File: src/rtl/bitplane_slicer_pkg.sv
// bitplane_slicer_pkg
// Shared definitions for the bit-plane slicer that feeds the BitBlade
// precision mux-fusion stage.
//   DW        packed operand word width per side
//   MUX_FUS   highest fusion-mux input index; the plane width is MUX_FUS+1
//   PW        bit-plane width
//   PREC_*    2-bit precision codes (code 2'b11 decodes as 2-bit)
//   state_t   slicer FSM encoding
//   width_of  precision code -> operand width in bits (2/4/8)
//   count_of  precision code -> operands per packed word (16/8/4)
package bitplane_slicer_pkg;

  localparam int DW      = 32;
  localparam int MUX_FUS = 15;
  localparam int PW      = MUX_FUS + 1;

  localparam logic [1:0] PREC_2B = 2'b00;
  localparam logic [1:0] PREC_4B = 2'b01;
  localparam logic [1:0] PREC_8B = 2'b10;

  typedef enum logic {
    IDLE  = 1'b0,
    ISSUE = 1'b1
  } state_t;

  // The unused code 2'b11 falls into the default arm, so it acts as 2-bit.
  function automatic logic [3:0] width_of(input logic [1:0] code);
    case (code)
      PREC_4B: return 4'd4;
      PREC_8B: return 4'd8;
      default: return 4'd2;
    endcase
  endfunction

  function automatic logic [4:0] count_of(input logic [1:0] code);
    case (code)
      PREC_4B: return 5'd8;
      PREC_8B: return 5'd4;
      default: return 5'd16;
    endcase
  endfunction

endpackage

File: src/rtl/bitplane_slicer_if.sv
// bitplane_slicer_if
// Groups the upstream word-pair handshake and the downstream plane-pair
// handshake of the bit-plane slicer.
//   Precision, in_valid, in_I, in_W    upstream -> slicer
//   in_ready                           slicer -> upstream
//   out_ready                          downstream -> slicer
//   out_valid, I_PLANE, W_PLANE,
//   SHIFT, LAST, Precision_out         slicer -> downstream
// Modports:
//   master  the environment around the slicer (producer and consumer)
//   slave   the slicer itself
interface bitplane_slicer_if;
  import bitplane_slicer_pkg::*;

  logic [3:0]    Precision;
  logic          in_valid;
  logic          in_ready;
  logic [DW-1:0] in_I;
  logic [DW-1:0] in_W;
  logic          out_valid;
  logic          out_ready;
  logic [PW-1:0] I_PLANE;
  logic [PW-1:0] W_PLANE;
  logic [3:0]    SHIFT;
  logic          LAST;
  logic [3:0]    Precision_out;

  modport master (
    output Precision, in_valid, in_I, in_W, out_ready,
    input  in_ready, out_valid, I_PLANE, W_PLANE, SHIFT, LAST, Precision_out
  );

  modport slave (
    input  Precision, in_valid, in_I, in_W, out_ready,
    output in_ready, out_valid, I_PLANE, W_PLANE, SHIFT, LAST, Precision_out
  );

endinterface

File: src/rtl/bitplane_slicer_extract.sv
// bitplane_slicer_extract
// Purely combinational plane extractor: pulls bit 'bit_idx' out of every
// operand packed in 'word' at the width selected by 'code' and lines the
// bits up as one PW-bit plane (operand k -> plane bit k). Lanes beyond the
// operand count read as 0.
//   word     in  DW  packed operands, operand k at [k*w +: w]
//   code     in  2   precision code (2'b11 behaves as 2-bit)
//   bit_idx  in  3   bit position inside each operand
//   plane    out PW  extracted bit-plane
module bitplane_slicer_extract
  import bitplane_slicer_pkg::*;
(
  input  logic [DW-1:0] word,
  input  logic [1:0]    code,
  input  logic [2:0]    bit_idx,
  output logic [PW-1:0] plane
);

  logic [3:0] width;
  logic [4:0] count;

  assign width = width_of(code);
  assign count = count_of(code);

  // Each plane bit is a 32:1 mux on word; the bit position is kept 5 bits
  // wide so lanes past the operand count never form an out-of-range index,
  // they are simply forced to 0.
  always_comb begin
    plane = '0;
    for (int k = 0; k < PW; k++) begin
      logic [4:0] pos;
      pos = 5'(k * int'(width)) + {2'b00, bit_idx};
      if (k < int'(count)) begin
        plane[k] = word[pos];
      end
    end
  end

endmodule

File: src/rtl/bitplane_slicer.sv
// bitplane_slicer
// Operand feeder for the BitBlade mux-fusion stage. Latches one packed
// activation word and one packed weight word, then issues every
// (activation bit i, weight bit j) plane pair, i inner and j outer, with the
// shift amount i+j the downstream shift-add needs.
//   CLK   in  clock
//   RSTn  in  asynchronous active-low reset
//   bus   slave modport of bitplane_slicer_if (both handshakes, planes,
//         SHIFT, LAST and the latched Precision_out)
// Build option:
//   SLICER_B2B_EN  when defined, a new pair may be accepted on the cycle
//                  the LAST beat hands off, removing the idle bubble
//                  between transactions.
module bitplane_slicer
  import bitplane_slicer_pkg::*;
(
  input  logic CLK,
  input  logic RSTn,
  bitplane_slicer_if.slave bus
);

  state_t        state, state_nxt;
  logic [2:0]    i_cnt, i_nxt;
  logic [2:0]    j_cnt, j_nxt;
  logic [DW-1:0] word_i, word_w;
  logic [3:0]    prec;

  logic [3:0]    w_i, w_w;
  logic          i_last, j_last;
  logic          beat_last;
  logic          accept;
  logic          fire_out;
  logic [PW-1:0] plane_i, plane_w;

  // Widths come from the latched precision, so changes on the Precision
  // input while a transaction is issuing have no effect.
  assign w_i       = width_of(prec[1:0]);
  assign w_w       = width_of(prec[3:2]);
  assign i_last    = ({1'b0, i_cnt} == (w_i - 4'd1));
  assign j_last    = ({1'b0, j_cnt} == (w_w - 4'd1));
  assign beat_last = (state == ISSUE) && i_last && j_last;
  assign fire_out  = (state == ISSUE) && bus.out_ready;
  assign accept    = bus.in_valid && bus.in_ready;

`ifdef SLICER_B2B_EN
  // Accept the next pair in the same cycle the final beat leaves.
  assign bus.in_ready = (state == IDLE) || (beat_last && bus.out_ready);
`else
  assign bus.in_ready = (state == IDLE);
`endif

  // Next-state and counter update. An accept always restarts the counters;
  // in the back-to-back build it can coincide with the LAST handshake and
  // then takes priority so the slicer stays in ISSUE.
  always_comb begin
    state_nxt = state;
    i_nxt     = i_cnt;
    j_nxt     = j_cnt;
    if (accept) begin
      state_nxt = ISSUE;
      i_nxt     = 3'd0;
      j_nxt     = 3'd0;
    end else if (fire_out) begin
      if (beat_last) begin
        state_nxt = IDLE;
        i_nxt     = 3'd0;
        j_nxt     = 3'd0;
      end else if (!i_last) begin
        i_nxt = i_cnt + 3'd1;
      end else begin
        i_nxt = 3'd0;
        j_nxt = j_cnt + 3'd1;
      end
    end
  end

  // State, counters and the operand/precision latches. Reset drops any
  // transaction in flight and clears everything visible downstream.
  always_ff @(posedge CLK or negedge RSTn) begin
    if (!RSTn) begin
      state  <= IDLE;
      i_cnt  <= 3'd0;
      j_cnt  <= 3'd0;
      word_i <= '0;
      word_w <= '0;
      prec   <= 4'd0;
    end else begin
      state <= state_nxt;
      i_cnt <= i_nxt;
      j_cnt <= j_nxt;
      if (accept) begin
        word_i <= bus.in_I;
        word_w <= bus.in_W;
        prec   <= bus.Precision;
      end
    end
  end

  bitplane_slicer_extract u_extract_i (
    .word    (word_i),
    .code    (prec[1:0]),
    .bit_idx (i_cnt),
    .plane   (plane_i)
  );

  bitplane_slicer_extract u_extract_w (
    .word    (word_w),
    .code    (prec[3:2]),
    .bit_idx (j_cnt),
    .plane   (plane_w)
  );

  // Planes are gated with out_valid so the stale words of a finished
  // transaction do not show on the fusion mux inputs while idle.
  assign bus.out_valid     = (state == ISSUE);
  assign bus.I_PLANE       = bus.out_valid ? plane_i : '0;
  assign bus.W_PLANE       = bus.out_valid ? plane_w : '0;
  assign bus.SHIFT         = {1'b0, i_cnt} + {1'b0, j_cnt};
  assign bus.LAST          = beat_last;
  assign bus.Precision_out = prec;

endmodule

File: src/flat_wrapper.sv
// flat-port wrapper written by rule: the top's interface ports become plain ports
module bitplane_slicer_flat import bitplane_slicer_pkg::*;
  (CLK, RSTn, bus_Precision, bus_in_valid, bus_in_I, bus_in_W, bus_out_ready, bus_in_ready, bus_out_valid, bus_I_PLANE, bus_W_PLANE, bus_SHIFT, bus_LAST, bus_Precision_out);
  bitplane_slicer_if bus_i ();
  input  logic CLK;
  input  logic RSTn;
  input wire logic [$bits(bus_i.Precision)-1:0] bus_Precision;
  input wire logic [$bits(bus_i.in_valid)-1:0] bus_in_valid;
  input wire logic [$bits(bus_i.in_I)-1:0] bus_in_I;
  input wire logic [$bits(bus_i.in_W)-1:0] bus_in_W;
  input wire logic [$bits(bus_i.out_ready)-1:0] bus_out_ready;
  output wire logic [$bits(bus_i.in_ready)-1:0] bus_in_ready;
  output wire logic [$bits(bus_i.out_valid)-1:0] bus_out_valid;
  output wire logic [$bits(bus_i.I_PLANE)-1:0] bus_I_PLANE;
  output wire logic [$bits(bus_i.W_PLANE)-1:0] bus_W_PLANE;
  output wire logic [$bits(bus_i.SHIFT)-1:0] bus_SHIFT;
  output wire logic [$bits(bus_i.LAST)-1:0] bus_LAST;
  output wire logic [$bits(bus_i.Precision_out)-1:0] bus_Precision_out;
  assign bus_i.Precision = bus_Precision;
  assign bus_i.in_valid = bus_in_valid;
  assign bus_i.in_I = bus_in_I;
  assign bus_i.in_W = bus_in_W;
  assign bus_i.out_ready = bus_out_ready;
  assign bus_in_ready = bus_i.in_ready;
  assign bus_out_valid = bus_i.out_valid;
  assign bus_I_PLANE = bus_i.I_PLANE;
  assign bus_W_PLANE = bus_i.W_PLANE;
  assign bus_SHIFT = bus_i.SHIFT;
  assign bus_LAST = bus_i.LAST;
  assign bus_Precision_out = bus_i.Precision_out;
  bitplane_slicer u_core (.CLK(CLK), .RSTn(RSTn), .bus(bus_i));
endmodule
File: config.mk
export PLATFORM = sky130hd
export DESIGN_NAME = bitplane_slicer_flat
export DESIGN_NICKNAME = d
export VERILOG_FILES = /design/src/rtl/bitplane_slicer_pkg.sv /design/src/rtl/bitplane_slicer_if.sv /design/src/rtl/bitplane_slicer_extract.sv /design/src/rtl/bitplane_slicer.sv /design/src/flat_wrapper.sv
export SDC_FILE = /design/constraint.sdc
export NUM_CORES = 1
export LEC_CHECK = 0
export CAP_MARGIN = 15
export CORE_ASPECT_RATIO = 0.8
export CORE_MARGIN = 2
export CORE_UTILIZATION = 30
export CTS_CLUSTER_SIZE = 30
export DETAILED_ROUTE_END_ITERATION = 12
export GPL_TIMING_DRIVEN = 0
export PLACE_DENSITY = 0.58
export SETUP_SLACK_MARGIN = 0.3
export SLEW_MARGIN = 20
export SYNTH_ARGS = -nofsm -noshare
export SYNTH_HDL_FRONTEND = slang
export SYNTH_SLANG_ARGS = --single-unit
File: constraint.sdc
create_clock -name CLK -period 11.7 [get_ports CLK]
set_clock_uncertainty 0.05 [all_clocks]
set_input_delay 1.755 -clock CLK [delete_from_list [all_inputs] [get_ports CLK]]
set_output_delay 1.755 -clock CLK [all_outputs]
set_load 0.1 [all_outputs]
After elaboration in Yosys (flattened, before gate mapping)
Cells that the tools add are included.
{"block": "classes", "n_addsub": 35, "n_bitwise": 1, "reduce_logical": 9, "mux": 113, "eq_ne": 6, "magnitude_cmp": 64, "multipliers": 22}
{"operator": "5-bit by 6-bit < comparator with 1-bit output, second input constant", "n": 30}
{"operator": "1-bit binary-select mux with 5-bit select", "n": 30}
{"operator": "5-bit by 3-bit adder with 5-bit output", "n": 28}
{"operator": "4-bit by 5-bit < comparator with 1-bit output, first input constant", "n": 16}
{"operator": "1-bit two-way mux", "n": 67}
{"operator": "3-bit by 5-bit < comparator with 1-bit output, first input constant", "n": 8}
{"operator": "4-bit by 4-bit multiplier with 5-bit output, first input constant", "n": 8}
{"operator": "16-bit two-way mux", "n": 2}
{"operator": "3-bit two-way mux", "n": 8}
{"operator": "1-bit by 5-bit < comparator with 1-bit output, first input constant", "n": 4}
{"operator": "2-bit by 5-bit < comparator with 1-bit output, first input constant", "n": 4}
{"operator": "3-bit by 4-bit multiplier with 5-bit output, first input constant", "n": 4}
{"operator": "5-bit case mux with 2 select lines", "n": 2}
{"operator": "3-bit by 4-bit multiplier with 4-bit output, first input constant", "n": 4}
{"operator": "4-bit case mux with 2 select lines", "n": 2}
{"operator": "3-bit by 6-bit < comparator with 1-bit output, second input constant", "n": 2}
{"operator": "4-bit by 3-bit adder with 5-bit output", "n": 2}
{"operator": "2-bit by 4-bit multiplier with 5-bit output, first input constant", "n": 2}
{"operator": "3-bit by 4-bit equality test with 1-bit output", "n": 2}
{"operator": "2-bit by 4-bit multiplier with 3-bit output, first input constant", "n": 2}
{"operator": "2-bit by 4-bit multiplier with 4-bit output, first input constant", "n": 2}
{"operator": "4-bit by 1-bit subtractor with 4-bit output, second input constant", "n": 2}
{"operator": "3-bit by 1-bit adder with 3-bit output, second input constant", "n": 2}
{"operator": "1-bit binary-select mux with 3-bit select", "n": 2}
{"operator": "other kinds (8)", "n": 15}
{"block": "word_totals", "reg_bits": 75, "output_inout_bits": 43, "word_cells": 256, "input_bits": 72}

Depth between registers and ports, before layout
{"block": "depth", "ltp_word": 9, "ltp_mapped": 12, "depth_no_buf": 11}

By module
A second synthesis with hierarchy kept.
{"block": "hier_totals", "hier_cells": 634, "hier_area_um2": 7383.3}
{"module": "bitplane_slicer", "n_inst": 1, "area_each_um2": 3380.7, "cells_per_inst": 255, "seq_area_each_um2": 1876.8}
{"module": "bitplane_slicer_extract (u_core.u_extract_w)", "n_inst": 1, "area_each_um2": 2039.5, "cells_per_inst": 207, "seq_area_each_um2": 0.0}
{"module": "bitplane_slicer_extract (u_core.u_extract_i)", "n_inst": 1, "area_each_um2": 1963.1, "cells_per_inst": 172, "seq_area_each_um2": 0.0}

Worst setup path after synthesis
Ideal clock, no wire load.
{"block": "synth_timing", "path_type": "register to output", "start": "register u_core.prec[1] (netlist: u_core.bus.Precision_out[1])", "end": "output bus_I_PLANE[3]", "required_ns": 9.895, "n_path_buf": 2, "path_slack_ns": 3.624, "stages_incl_launch_ff": 11, "arrival_ns": 6.271, "cell_sequence": "dfrtp_1 -> ha_1 -> clkbuf_1 -> clkinv_1 -> ha_1 -> ha_1 -> clkbuf_1 -> mux4_2 -> mux2_2 -> nor2_1 -> o41ai_1"}
{"block": "synth_between", "elab_chain_len": 8, "elab_cells_between_ends": 11, "cone_classes": "add/sub: 1; mul: 1; order compare: 1; eq/ne: 2; mux: 6"}
{"item": "from (decl)", "line_no": "bitplane_slicer.sv:26", "text": "logic [3:0] prec;"}
{"item": "from (signal assigned)", "line_no": "bitplane_slicer.sv:94", "text": "prec <= bus.Precision;"}
{"item": "2-bit equality test or 2-bit by 1-bit equality test with 1-bit output (tied branches)", "line_no": "bitplane_slicer_pkg.sv:28, bitplane_slicer_pkg.sv:36"}
{"item": "4-bit case mux with 2 select lines", "line_no": "bitplane_slicer_pkg.sv:28", "text": "case (code)"}
{"item": "2-bit by 4-bit multiplier with 5-bit output", "line_no": "bitplane_slicer_extract.sv:32", "text": "pos = 5'(k * int'(width)) + {2'b00, bit_idx};"}
{"item": "5-bit by 3-bit adder with 5-bit output", "line_no": "bitplane_slicer_extract.sv:32"}
{"item": "1-bit binary-select mux with 5-bit select", "line_no": "bitplane_slicer_extract.sv:34", "text": "plane[k] = word[pos];"}
{"item": "1-bit two-way mux (implied by the code)", "line_no": "bitplane_slicer_extract.sv:34"}
{"item": "1-bit two-way mux *", "line_no": "bitplane_slicer_extract.sv:33", "text": "if (k < int'(count)) begin"}
{"item": "16-bit two-way mux *", "line_no": "bitplane_slicer.sv:116", "text": "assign bus.I_PLANE = bus.out_valid ? plane_i : '0;"}
{"item": "to (decl)", "line_no": "flat_wrapper.sv:14", "text": "output wire logic [$bits(bus_i.I_PLANE)-1:0] bus_I_PLANE;"}
Every way passes the cells marked *; elsewhere a longest branch is shown, timed or not. The select of a mux whose other input is x is not followed.

Final worst setup path
{"block": "layout_timing", "start": "register u_core.prec[0] (netlist: u_core.bus.Precision_out[0])", "end": "output bus_I_PLANE[3]"}
Same word-level chain as after synthesis.

==> results.md <==
* Routed Antenna Nets at 0
* Met2 WL post-DR at 8390 microns
* CP Launch Type: flip-flop
* Min Tclk post-route at 7.19 ns
* Total grt overflow at 0
* EDFF count, synth at 0
* CTS Buffer Depth at 2
* Layout cell share with drive strength beyond 1 at 0.257
* DP HPWL at 15500 microns
* Mapped Nets at 655
* Yosys warning count at 0
* Initial detailed-routing violation count at roughly 310
* Initial core utilization at 0.304
* Slew Viols, Final at 0
* TritonCTS buffer count at 9
* Final setup fails at 0
* Setup Fix Bufs, Post-CTS at 0
* Ys flop type: dfrtp_1
* Critical path type: flip-flop to output port
* Worst-skew pair later-pin latency at 0.35 ns
* I/O Buffers at 114
* Setup total negative slack at 0 ns
* Final wirelength at 19100 microns
* First-pass detailed-route iteration total at 5
* Uppermost layer routed: met4
* Vias per cell at 5.23
* Async set-reset flop share out of synthesis at 1.00
* Post-CTS Hold Fix Bufs at 0
* All-Layer GR Usage at 0.172
* Post-synthesis sequential area ratio at 0.287
* Final worst slack at roughly 4.5 ns
* CTS Root Cell: clkbuf_16
* Filler instances at 2062
* Max_slew headroom at 0.293
* Area occupied by multi-input gates at 4340 sq um
* CTS tree: done
* Seq cells post-synth at 75
* Pre-CTS setup slack at 4.88 ns
* DRC viols at 0
* Count of different cell masters after synthesis at 42
* FP Rows at 48
* Antenna cells at 0
* Die height at 136 microns
* Clk sinks at 75
* Nets at 781
* Initial antenna violation count at 1
* Cells after Synth at 537
* Slew of the pin with the lowest slew margin at 1.06 ns
* Fmax at 139 MHz
* Routed len/inst at 20.2 microns
* GP Congestion at 0.878
* M1 WL at 9480 microns
* Period utilisation layout at 0.614
* Via count at 4929
* Worst hold slack at 0.490 ns
* Post-Syn Area at 6540 sq um
* I/O pin count at 115
* Area delta synth->final at 27.4%
* Largest net degree at the start of global routing at 57
* CP max FO at 8
* Max cap viols at 0
* CP required at 9.90 ns
* RSZ-0062 raised after global routing: false
* Clk pin slew, worst setup/hold paths at 0.07 ns
* Critical path capture point type: output port
* Die area at 23000 sq um
* Sequential Area at around 1900 sq um
* Class of the worst hold path: flip-flop to flip-flop
* Core area at 21500 sq um
* H-tree depth at 3
* Met3 WL at 986 microns
* Die X at 169 microns
* Final hold violations at 0
* Outcome: finished clean
* Vias in the first global route at 5237
* First-pass GRT wire length at 30100 microns
* Post-cts resize count at 0
* Critical path arrival at 5.38 ns
* Mapped Avg Cell Area at approximately 12 sq um
[routing by layer]
layer | up-vias | global-route usage
met5 | - | 0
met4 | 0 | 0.0385
met3 | 18 | 0.0306
met2 | 143 | 0.258
met1 | 2532 | 0.257
li1 | 2236 | -
[per-stage QoR]
step / std cells / utilization / area [sq um]
5_1_grt: 943 / 0.388 / 8340
6_report: 943 / 0.388 / 8340
2_1_floorplan: 537 / - / 6540
3_5_place_dp: 927 / 0.375 / 8050
3_3_place_gp: 926 / 0.373 / 8030
4_1_cts: 943 / 0.388 / 8340
[cell type report]
class                           instances  area share
Inverter                               23      0.0104
Buffer                                 38      0.0291
Timing Repair Buffer                  115       0.140
Sequential cell                        75       0.225
Clock buffer                            9      0.0270
Tap cell                              275      0.0413
Multi-Input combinational cell        401       0.520
Clock inverter                          7     0.00720
[flip-flops by register name, indices dropped and copies added (netlist names)]
register,flops
u_core.i_cnt,3
u_core.bus.out_valid,1
u_core.j_cnt,3
u_core.bus.Precision_out,4
u_core.word_i,32
u_core.word_w,32
[kinds of logic (layout without fill, tap and decap cells)]
family | Yosys count | after routing | synth area share
mux | 201 | 201 | 0.429
simple gates | 93 | 93 | 0.0642
flops | 75 | 75 | 0.287
buf+inv | 61 | 192 | 0.0503
fa+ha+maj | 46 | 46 | 0.102
compound gates | 33 | 33 | 0.0304
xor+xnor | 28 | 28 | 0.0375
[critical path, stage by stage (launching register included)]
cell and delay [ns]:
dfrtp_1 0.45, inv_1 0.17, ha_1 0.27, clkbuf_1 0.38, clkinv_1 0.39, ha_1 0.42
ha_1 0.29, clkbuf_1 0.44, mux4_2 0.31, mux2_2 0.19, nor2_1 0.05, o41ai_1 0.45
clkdlybuf4s50_1 1.23
[placed cells by master (no fill, tap or decap), types with 11 or more instances in the layout]
cell type        count
mux4_1              12
fa_1                12
ha_1                34
mux4_2              38
clkdlybuf4s50_1    113
mux2i_1             54
mux2_2              96
clkbuf_1            22
nand2_1             30
inv_1               20
dfrtp_1             75
xnor2_1             18
a21oi_1             11
nor2_1              35
[cell usage after synthesis (all sizes together) (2+ instances only)]
cell     n  area share
nand2   31       0.018
nor2    36       0.021
nand4    6      0.0057
a21o     3      0.0034
clkbuf  24       0.017
clkinv   3      0.0017
ha      34       0.065
fa      12       0.037
o21ai    8      0.0061
a21oi   11      0.0084
nor2b    4      0.0038
xor2    10       0.013
xnor2   18       0.024
nand3    7      0.0054
a31oi    3      0.0029
mux2    97        0.17
mux4    50        0.18
mux2i   54       0.083
buf     14       0.020
or4      2      0.0023
o31ai    4      0.0046
inv     20       0.011
a22oi    2      0.0023
dfrtp   75        0.29
[worst paths after layout]
kind                                        startpoint  cells after the start  slack [ns]                end
setup reg to reg           u_core.bus.Precision_out[0]                      8        8.94    u_core.i_cnt[2]
hold reg to reg                      u_core.word_w[23]                      1        0.49  u_core.word_w[23]
setup / recovery           u_core.bus.Precision_out[0]                     12        4.51     bus_I_PLANE[3]
hold / removal                       u_core.word_w[23]                      1        0.49  u_core.word_w[23]
max in group asynchronous                         RSTn                      2        9.78  u_core.word_i[26]
min in group asynchronous                         RSTn                      1        1.24  u_core.word_w[11]
Power is not shown: default switching activity piles up to over one toggle a cycle in this logic, so the estimate is an artifact.
